$ cat src/rtl/data_split_if.sv
// Stream bundle around data_split: byte-wide payload in, packed sample words out, error status.
// "master" is the upstream/test side that drives the byte stream; "slave" is the splitter itself.
interface data_split_if #(
    parameter int BW    = 18,
    parameter int N_PRL = 4,
    parameter int BW_in = 8
);
    logic [BW_in-1:0]          s_data;
    logic                      s_valid;
    logic                      s_last;
    logic                      s_ready;
    logic [N_PRL-1:0][BW-1:0]  m_data;
    logic                      m_valid;
    logic                      m_last;
    logic                      m_ready;
    logic                      frame_err;
    logic [15:0]               err_cnt;

    modport master (
        output s_data, s_valid, s_last, m_ready,
        input  s_ready, m_data, m_valid, m_last, frame_err, err_cnt
    );

    modport slave (
        input  s_data, s_valid, s_last, m_ready,
        output s_ready, m_data, m_valid, m_last, frame_err, err_cnt
    );
endinterface

$ cat src/rtl/data_split.sv
// Receive-side byte-to-sample reassembler: packs NBYTES payload bytes (LSB first) into one
// word of N_PRL BW-bit samples and flags payloads that end off a word boundary.
module data_split #(
    parameter int BW       = 18,
    parameter int N_PRL    = 4,
    parameter int BW_in    = 8,
    parameter bit SYNC_RST = 1'b1
) (
    input  logic        clk,
    input  logic        srst_n,
    data_split_if.slave bus
);
    localparam int WORD_W = BW * N_PRL;
    localparam int NBYTES = WORD_W / BW_in;
    localparam int CNT_W  = $clog2(NBYTES);
    localparam logic [CNT_W-1:0] LAST_SLOT = CNT_W'(NBYTES - 1);

    generate
        if (WORD_W % BW_in != 0) begin : g_bad_ratio
            $error("data_split: BW*N_PRL must be a multiple of BW_in");
        end
        if (NBYTES < 2) begin : g_too_narrow
            $error("data_split: a word must span at least two input beats");
        end
    endgenerate

    typedef enum logic {SYNC, COLLECT} state_t;

    state_t                      state, state_nxt;
    logic [CNT_W-1:0]            byte_cnt;
    logic [(NBYTES-1)*BW_in-1:0] shreg;
    logic [N_PRL-1:0][BW-1:0]    m_data_q;
    logic                        m_valid_q;
    logic                        m_last_q;
    logic                        frame_err_q;
    logic [15:0]                 err_cnt_q;

    logic s_ready;
    logic accept;
    logic word_done;
    logic short_frame;

    // NOTE: every signal written here gets a default first, so no path leaves one unassigned and no latch is inferred.
    always_comb begin
        state_nxt   = state;
        s_ready     = 1'b1;
        word_done   = 1'b0;
        short_frame = 1'b0;
        // Only the word-completing byte has to wait for a free output register.
        if (state == COLLECT && byte_cnt == LAST_SLOT && m_valid_q && !bus.m_ready)
            s_ready = 1'b0;
        accept = bus.s_valid && s_ready;
        case (state)
            SYNC: begin
                if (accept && bus.s_last) state_nxt = COLLECT;
            end
            COLLECT: begin
                word_done   = accept && (byte_cnt == LAST_SLOT);
                short_frame = accept && bus.s_last && (byte_cnt != LAST_SLOT);
            end
            default: state_nxt = COLLECT;
        endcase
    end

    // NOTE: sequential state uses non-blocking assignments so every register samples pre-edge values.
    always_ff @(posedge clk or negedge srst_n) begin
        if (!srst_n) state <= SYNC_RST ? SYNC : COLLECT;
        else         state <= state_nxt;
    end

    // NOTE: the byte shift register is reset along with the control state, so a dropped partial word leaves no residue.
    always_ff @(posedge clk or negedge srst_n) begin
        if (!srst_n) begin
            byte_cnt    <= '0;
            shreg       <= '0;
            m_data_q    <= '0;
            m_valid_q   <= 1'b0;
            m_last_q    <= 1'b0;
            frame_err_q <= 1'b0;
            err_cnt_q   <= '0;
        end else begin
            frame_err_q <= short_frame;
            if (short_frame && err_cnt_q != 16'hFFFF) err_cnt_q <= err_cnt_q + 16'd1;

            if (m_valid_q && bus.m_ready) m_valid_q <= 1'b0;

            if (state == COLLECT && accept) begin
                if (word_done) begin
                    m_data_q  <= {bus.s_data, shreg};
                    m_last_q  <= bus.s_last;
                    m_valid_q <= 1'b1;
                    byte_cnt  <= '0;
                end else begin
                    for (int k = 0; k < NBYTES - 1; k++)
                        if (byte_cnt == CNT_W'(k)) shreg[BW_in*k +: BW_in] <= bus.s_data;
                    // A payload that ends mid-word restarts at slot 0; stale bytes get overwritten.
                    byte_cnt <= bus.s_last ? '0 : byte_cnt + CNT_W'(1);
                end
            end
        end
    end

    assign bus.s_ready   = s_ready;
    assign bus.m_data    = m_data_q;
    assign bus.m_valid   = m_valid_q;
    assign bus.m_last    = m_last_q;
    assign bus.frame_err = frame_err_q;
    assign bus.err_cnt   = err_cnt_q;
endmodule

$ cat src/flat_wrapper.sv
// flat-port wrapper written by rule: the top's interface ports become plain ports
module data_split_flat 
#(
    parameter int BW       = 18,
    parameter int N_PRL    = 4,
    parameter int BW_in    = 8,
    parameter bit SYNC_RST = 1'b1
)
  (clk, srst_n, bus_s_data, bus_s_valid, bus_s_last, bus_m_ready, bus_s_ready, bus_m_data, bus_m_valid, bus_m_last, bus_frame_err, bus_err_cnt);
  data_split_if #(.BW(BW), .N_PRL(N_PRL), .BW_in(BW_in)) bus_i ();
  input  logic clk;
  input  logic srst_n;
  input wire logic [$bits(bus_i.s_data)-1:0] bus_s_data;
  input wire logic [$bits(bus_i.s_valid)-1:0] bus_s_valid;
  input wire logic [$bits(bus_i.s_last)-1:0] bus_s_last;
  input wire logic [$bits(bus_i.m_ready)-1:0] bus_m_ready;
  output wire logic [$bits(bus_i.s_ready)-1:0] bus_s_ready;
  output wire logic [$bits(bus_i.m_data)-1:0] bus_m_data;
  output wire logic [$bits(bus_i.m_valid)-1:0] bus_m_valid;
  output wire logic [$bits(bus_i.m_last)-1:0] bus_m_last;
  output wire logic [$bits(bus_i.frame_err)-1:0] bus_frame_err;
  output wire logic [$bits(bus_i.err_cnt)-1:0] bus_err_cnt;
  assign bus_i.s_data = bus_s_data;
  assign bus_i.s_valid = bus_s_valid;
  assign bus_i.s_last = bus_s_last;
  assign bus_i.m_ready = bus_m_ready;
  assign bus_s_ready = bus_i.s_ready;
  assign bus_m_data = bus_i.m_data;
  assign bus_m_valid = bus_i.m_valid;
  assign bus_m_last = bus_i.m_last;
  assign bus_frame_err = bus_i.frame_err;
  assign bus_err_cnt = bus_i.err_cnt;
  data_split #(.BW(BW), .N_PRL(N_PRL), .BW_in(BW_in), .SYNC_RST(SYNC_RST)) u_core (.clk(clk), .srst_n(srst_n), .bus(bus_i));
endmodule
$ cat config.mk
export PLATFORM = sky130hd
export DESIGN_NAME = data_split_flat
export DESIGN_NICKNAME = d
export VERILOG_FILES = /design/src/rtl/data_split_if.sv /design/src/rtl/data_split.sv /design/src/flat_wrapper.sv
export SDC_FILE = /design/constraint.sdc
export NUM_CORES = 1
export LEC_CHECK = 0
export ABC_AREA = 1
export CAP_MARGIN = 25
export CELL_PAD_IN_SITES_DETAIL_PLACEMENT = 1
export CELL_PAD_IN_SITES_GLOBAL_PLACEMENT = 1
export CORE_MARGIN = 5
export CORE_UTILIZATION = 37
export CTS_CLUSTER_DIAMETER = 200
export DETAILED_ROUTE_END_ITERATION = 8
export GPL_ROUTABILITY_DRIVEN = 0
export PLACE_DENSITY = 0.85
export SLEW_MARGIN = 20
export SYNTH_ARGS = -nofsm -noshare
export SYNTH_HDL_FRONTEND = slang
export SYNTH_SLANG_ARGS = --single-unit
$ cat constraint.sdc
create_clock -name clk -period 4.93 [get_ports clk]
set_input_delay 1.2325 -clock clk [delete_from_list [all_inputs] [get_ports clk]]
set_output_delay 1.2325 -clock clk [all_outputs]
set_load 0.005 [all_outputs]
Word-level counts from Yosys, hierarchy flattened
Cells that the tools add are included.
{"block": "totals", "ram_bits": 0, "romBits": 0, "mem_count": 0, "ff_bits": 160, "latch_bits": 0, "inputBits": 13, "out_inout_bits": 92}
{"block": "classes", "order_cmp": 0, "multipliers": 0, "shifts": 0, "add_sub_neg": 2, "bitwise": 1, "reduce_logical": 21, "n_eq_ne": 10, "div_mod_pow": 0, "muxes": 10}
{"operator": "3-bit AND reduction", "count": 8}
{"operator": "16-bit by 1-bit adder with 16-bit output, second input constant", "count": 1}
{"operator": "4-bit by 3-bit == test with 1-bit output, second input constant", "count": 4}
{"operator": "16-bit != test, second input constant", "count": 1}
{"operator": "1-bit logical AND", "count": 10}
{"operator": "4-bit by 2-bit == test with 1-bit output, second input constant", "count": 2}
{"operator": "1-bit 2-to-1 mux", "count": 8}
{"operator": "4-bit 2-to-1 mux", "count": 2}
{"operator": "4-bit by 1-bit adder with 4-bit output, second input constant", "count": 1}
{"operator": "4-bit by 1-bit == test with 1-bit output, second input constant", "count": 1}
{"operator": "4-bit == test, second input constant", "count": 1}
{"operator": "4-bit logical NOT", "count": 1}
{"operator": "4-bit != test, second input constant", "count": 1}
{"operator": "2-bit AND reduction", "count": 1}
{"operator": "1-bit logical NOT", "count": 1}
{"operator": "1-bit inverter", "count": 1}

Longest topological paths before layout
Gate-level depths: netlist (run 1).
{"block": "depth", "depth_word": 10, "ltp_mapped": 11, "ltp_nobuf": 9}

Worst setup path before layout (run 1)
Ideal clock, no wire load.
{"block": "synth_timing", "path_type": "in2out", "startpoint": "in bus_m_ready", "endpoint": "out bus_s_ready", "cell_stages": 4, "t_arrival_ns": 1.480, "path_buffers": 0, "slack_ns": 2.217, "path_cell_list": "inv_1 nand3_1 inv_1 nand2_1"}
{"block": "synth_between", "elab_chain_len": 3}
{"item": "start, declared", "line_no": "flat_wrapper.sv:16", "text": "input wire logic [$bits(bus_i.m_ready)-1:0] bus_m_ready;"}
{"item": "1-bit logical NOT", "line_no": "data_split.sv:50", "text": "if (state == COLLECT && byte_cnt == LAST_SLOT && m_valid_q && !bus.m_ready)"}
{"item": "1-bit logical AND", "line_no": "data_split.sv:50"}
{"item": "1-bit 2-to-1 mux", "line_no": "data_split.sv:50"}
{"item": "end, declared", "line_no": "flat_wrapper.sv:17", "text": "output wire logic [$bits(bus_i.s_ready)-1:0] bus_s_ready;"}
No other way between the ends.

Worst setup path in the final report (run 1)
Ends and elaborated chain as after synthesis.

==> results_dict.tcl, run 1 <==
set metrics [dict create \
    dp_slack_ps 1260 \
    hold_viol_final 0 \
    wl_mm 19.3 \
    rsz0062_at_grt "false" \
    grt_max_degree 96 \
    synthDistinctLibCells 21 \
    finalMaxSlewViolations 0 \
    hold_slack_ps 470 \
    final_nets 916 \
    startpoint_type "primary input" \
    netlist_top_cells_area "dfrtp_1, nand2_1, nand3_1" \
    drive_gt1_share_pct 5.38 \
    setup_tns_ps 0 \
    ctsHoldBuffers 0 \
    clockBufferDepth 2 \
    hp-class "flop to flop" \
    n_antenna_cell 0 \
    firstDrtPassIters 4 \
    synthTopCellsByCount "nand2_1, dfrtp_1, nand3_1" \
    ys_seq_elements 160 \
    cts_buffers 17 \
    finalCriticalPeriod_ps 3670 \
    synth_top_cell_by_area "dfrtp_1" \
    io_pins 105 \
    synthArstFlopShare_pct 100 \
    path_clk_slew_ps 60 \
    cts_num_sinks 160 \
    fp.dieW_um 145 \
    ctsResizeCount 0 \
    max_freq_mhz 272 \
    worst_ep_arrival_time_ps 2440 \
    post_cts_buffers 0 \
    grt_usage_pct 19.6 \
    r2r_slack_ps 2360 \
    critPathKind "primary input to output pin" \
    cp_max_fo 2 \
    fin_skew_ps 11.4 \
    clock-root-buffer "clkbuf_16" \
    dp_cells 1107 \
    yosysSeqAreaShare_pct 59.5 \
    h-tree-depth 4 \
    p_leak_nw 4.39 \
    post-route-drc-count 0 \
    power_density_nw_per_um2 398 \
    syn_to_final_growth_pct 26.8 \
    dieArea_um2 21000 \
    grt_pass1_vias 6064 \
    vias_per_cell 5.00 \
    syn_inst 802 \
    placement.cell_area_um2 7930 \
    io_buffers 104 \
    vias 5697 \
    drt_iter0_drc 323 \
    dp_hpwl_mm 12.3 \
    ys.flop_type "dfrtp_1" \
    stdcell_area_um2 8530 \
    ir_drop_mv 0.267 \
    yosysMostFrequentCell "nand2_1" \
    antenna_found_initial 0 \
    grt_pass1_wl_mm 31.9 \
    synth.avg_cell_area_um2 8.39 \
    critical_path_required_ps 3700 \
    start_util_pct 37.6 \
    cts_tree "built" \
    antenna_left 0 \
    yosys_warnings 0 \
    grt_overflow 0 \
    synth_nets 820 \
    outcome "complete, no violations" \
    finalWorstSetupSlack_ps 1260 \
    synth_top_area_share_pct 59.5 \
    relSlewSlack_pct 38.8 \
    layout.cells.non_filler 1140 \
    synth_edf_count 0 \
    routedWlPerCell_um 16.9 \
    power.total_mw 3.40 \
    std_cell_rows 49 \
    tightest_slew_ps 919 \
    worstSkewPairLatency_ps 430 \
    period_share_pct 74.5 \
    core_area_um2 17900 \
    die_y_um 145 \
    cp-end-kind "output pin" \
    syn-cell-area_um2 6730 \
    fin_util_pct 47.6 \
    maxCapViolations 0 \
    finalSetupViolCount 0 \
]
[worst paths after layout]
path | to | from | cells past startpoint
worst max-delay path | bus_s_ready | bus_m_ready | 6
min in group asynchronous | u_core.bus.m_data[28] | srst_n | 1
worst max register to register | u_core.bus.m_data[34] | u_core.byte_cnt[0] | 9
max in group asynchronous | u_core.bus.m_data[12] | srst_n | 2
worst min register to register | u_core.shreg[32] | u_core.shreg[32] | 2
worst min-delay path | u_core.shreg[32] | u_core.shreg[32] | 2
[placed cells by master (no fill, tap or decap), types with 6 or more instances in the layout]
master	synthesis	routed
nor2_2	11	10
inv_1	23	23
clkbuf_16	0	17
nand4_1	6	6
clkdlybuf4s50_1	0	103
o21ai_0	10	10
nand2_1	435	435
buf_4	6	6
dfrtp_1	160	160
nor2_1	19	19
nand3_1	88	88
[critical path: stages]
cell,delay (ps)
clkdlybuf4s50_1,450
inv_1,50
nand3_1,60
inv_1,70
nand2_1,70
clkdlybuf4s50_1,510
[registers in the layout (all words and copies together), names as in the netlist]
name,count
u_core.shreg,64
u_core.bus.m_valid,1
u_core.state,1
u_core.bus.m_last,1
u_core.byte_cnt,4
u_core.bus.m_data,72
u_core.bus.err_cnt,16
u_core.bus.frame_err,1
[cell type report]
cell class / instances / area (um^2)
Clock buffer: 27 / 513
Clock inverter: 5 / 75.1
Fill cell: 2116 / 9370
Inverter: 24 / 90.1
Multi-Input combinational cell: 585 / 2470
Sequential cell: 160 / 4000
Tap cell: 229 / 287
Timing Repair Buffer: 110 / 1090
[metal layers]
metal  routed length (um)  share of wire (%)  track usage [%]
met2                 9540                 49             32.2
met5                    0                  0                0
met4                  260                1.3             5.74
met3                 1040                5.4             4.93
met1                 8470                 44             25.6
[cell families (layout without fill, tap and decap cells)]
| kind of cell | after synthesis | after routing | share of synthesized area (%) |
|---|---|---|---|
| XOR/XNOR | 6 | 6 | 0.781 |
| AO/OA/AOI/OAI | 12 | 12 | 0.986 |
| flip-flops | 160 | 160 | 59.5 |
| buffers and inverters | 57 | 166 | 3.91 |
| AND/OR/NAND/NOR | 562 | 562 | 33.9 |
| adder cells (fa/ha/maj) | 5 | 5 | 0.930 |
[report_power, final]
part	switching (mW)	total (mW)	internal, mW
Combinational	0.242	0.414	0.171
Clock	0.508	1.32	0.812
Sequential	0.142	1.66	1.52
Total	0.893	3.40	2.50
Note: power is estimated with default switching activity, not from simulation.
==> inputs of run 2 (changes only) <==
CORE_UTILIZATION = 36   (was 37)
PLACE_DENSITY = 0.87   (was 0.85)
clock period = 3.2 ns   (was 4.93 ns; I/O delays follow)
==> run 2 against run 1 <==
- critical path depth is the same
- sequential share of layout area shrank 0.17 points
- die area grew 2.6%
- hold slack lost 130 ps
- core utilization shrank 1.6 points
- critical endpoint unchanged
- largest cell class unchanged
==> results_dict.tcl, run 2 (same netlist as run 1, synthesis figures left out) <==
set metrics [dict create \
    layout.cells.non_filler 1148 \
    routedWlPerCell_um 16.8 \
    path_clk_slew_ps 60 \
    p_leak_nw 4.41 \
    post-route-drc-count 0 \
    hold_viol_final 0 \
    max_freq_mhz 338 \
    critical_path.max_stage_delay_ps 460 \
    grt_pass1_vias 6038 \
    critical_path_required_ps 2400 \
    hp-class "primary input to async pin" \
    finalSetupViolCount 0 \
    layout_commonest_cell "nand2_1" \
    grt_pass1_wl_mm 32.1 \
    ir_drop_mv 0.356 \
    worst-path-stages 6 \
    dp_hpwl_mm 12.9 \
    wl_mm 19.3 \
    largest_reg_flops 72 \
    start_util_pct 36.2 \
    die_y_um 147 \
    h-tree-depth 4 \
    ctsHoldBuffers 0 \
    startpoint_type "flop" \
    p_sw_share_pct 27.1 \
    grt_usage_pct 18.7 \
    clock-root-buffer "clkbuf_16" \
    final_nets 921 \
    crit_slowest_cell "clkdlybuf4s50_1" \
    antenna_found_initial 0 \
    power_density_nw_per_um2 588 \
    maxCapViolations 0 \
    cp_cell_sequence "inv_1, ha_1, nand2_1, nor2_2, nand2_1, clkdlybuf4s50_1" \
    fp.dieW_um 147 \
    firstDrtPassIters 4 \
    layout_common_cells "nand2_1, dfrtp_1, clkdlybuf4s50_1" \
    p_comb_share_pct 12.8 \
    fin_skew_ps 8.89 \
    cts_tree "built" \
    std_cell_rows 50 \
    cp-end-kind "output pin" \
    grt_overflow 0 \
    cts_num_sinks 160 \
    power.total_mw 5.04 \
    worst_ep_arrival_time_ps 2160 \
    cp_max_fo 6 \
    ctsResizeCount 0 \
    dp_cells 1118 \
    switchingPower_mw 1.37 \
    reg2reg_depth 9 \
    tightest_slew_ps 828 \
    finalCriticalPeriod_ps 2960 \
    io_pins 105 \
    worstSkewPairLatency_ps 420 \
    n_antenna_cell 0 \
    critical-path-top-delay-family "buffers and inverters" \
    dieArea_um2 21500 \
    drt_iter0_drc 362 \
    post_cts_buffers 0 \
    fin_util_pct 46.1 \
    rsz0062_at_grt "false" \
    path_buf_inv 2 \
    cts_buffers 17 \
    internal-power_mw 3.67 \
    cpMostUsedCell "nand2_1" \
    clockBufferDepth 2 \
    clock_power_share_pct 36.4 \
    relSlewSlack_pct 44.8 \
    drive_gt1_share_pct 5.91 \
    vias 5700 \
    period_share_pct 92.4 \
    setup_tns_ps 0 \
    outcome "complete, no violations" \
    core_area_um2 18600 \
    critPathKind "flop to output pin" \
    io_buffers 104 \
    vias_per_cell 4.97 \
    grt_max_degree 79 \
    syn_to_final_growth_pct 27.3 \
    p_seq_share_pct 50.8 \
    antenna_left 0 \
    finalMaxSlewViolations 0 \
]
## run 2: worst paths after layout
path                                         start                     to  slack [ps]
worst max-delay path            u_core.byte_cnt[0]            bus_s_ready         240
worst min-delay path                        srst_n  u_core.bus.m_data[26]         340
worst max register to register  u_core.byte_cnt[0]  u_core.bus.m_data[34]        1000
worst min register to register    u_core.shreg[25]       u_core.shreg[25]         470
max in group asynchronous                   srst_n       u_core.shreg[15]        2090
min in group clk                  u_core.shreg[25]       u_core.shreg[25]         470
## run 2: through the flow
step                      hold slack, ps  area, um^2  setup WS [ps]
after floorplan                      442        6730           1350
after global placement               451        8030            390
after detailed placement             456        8030            389
after CTS                            359        8560            239
after global routing                 382        8560            121
final                                343        8560            243
## run 2: final cells by class
cell class / count / area [um^2]
clock buffer: 24 / 492
clock inverter: 6 / 33.8
fill: 2199 / 10000
inverter: 24 / 90.1
multi-input combinational: 585 / 2470
sequential: 160 / 4000
tap: 234 / 293
timing repair buffer: 115 / 1170
## run 2: worst reg2reg max path, cell delays in order, from the launching register on
cell	delay, ps
dfrtp_1	440
inv_1	140
ha_1	220
nand2_1	80
nor2_2	270
nand4_4	130
inv_2	430
buf_12	240
nand2_1	100
nand2_1	70
## run 2: layer usage
| layer | track usage [%] | up-vias | wire [um] |
|---|---|---|---|
| li1 | - | 2693 | - |
| met1 | 24.5 | 2849 | 8570 |
| met2 | 30.9 | 135 | 9420 |
| met3 | 4.16 | 23 | 984 |
| met4 | 5.79 | 0 | 331 |
| met5 | 0 | - | 0 |
## run 2: power by group through the flow
| stage | combinational [mW] | sequential [mW] | clock (mW) |
|---|---|---|---|
| finish | 0.643 | 2.56 | 1.83 |
| floorplan | 0.362 | 2.53 | 0 |
| detailed placement | 0.646 | 2.58 | 0 |
| global route | 0.747 | 2.60 | 1.96 |
| global placement | 0.608 | 2.57 | 0 |
| CTS | 0.658 | 2.56 | 1.87 |
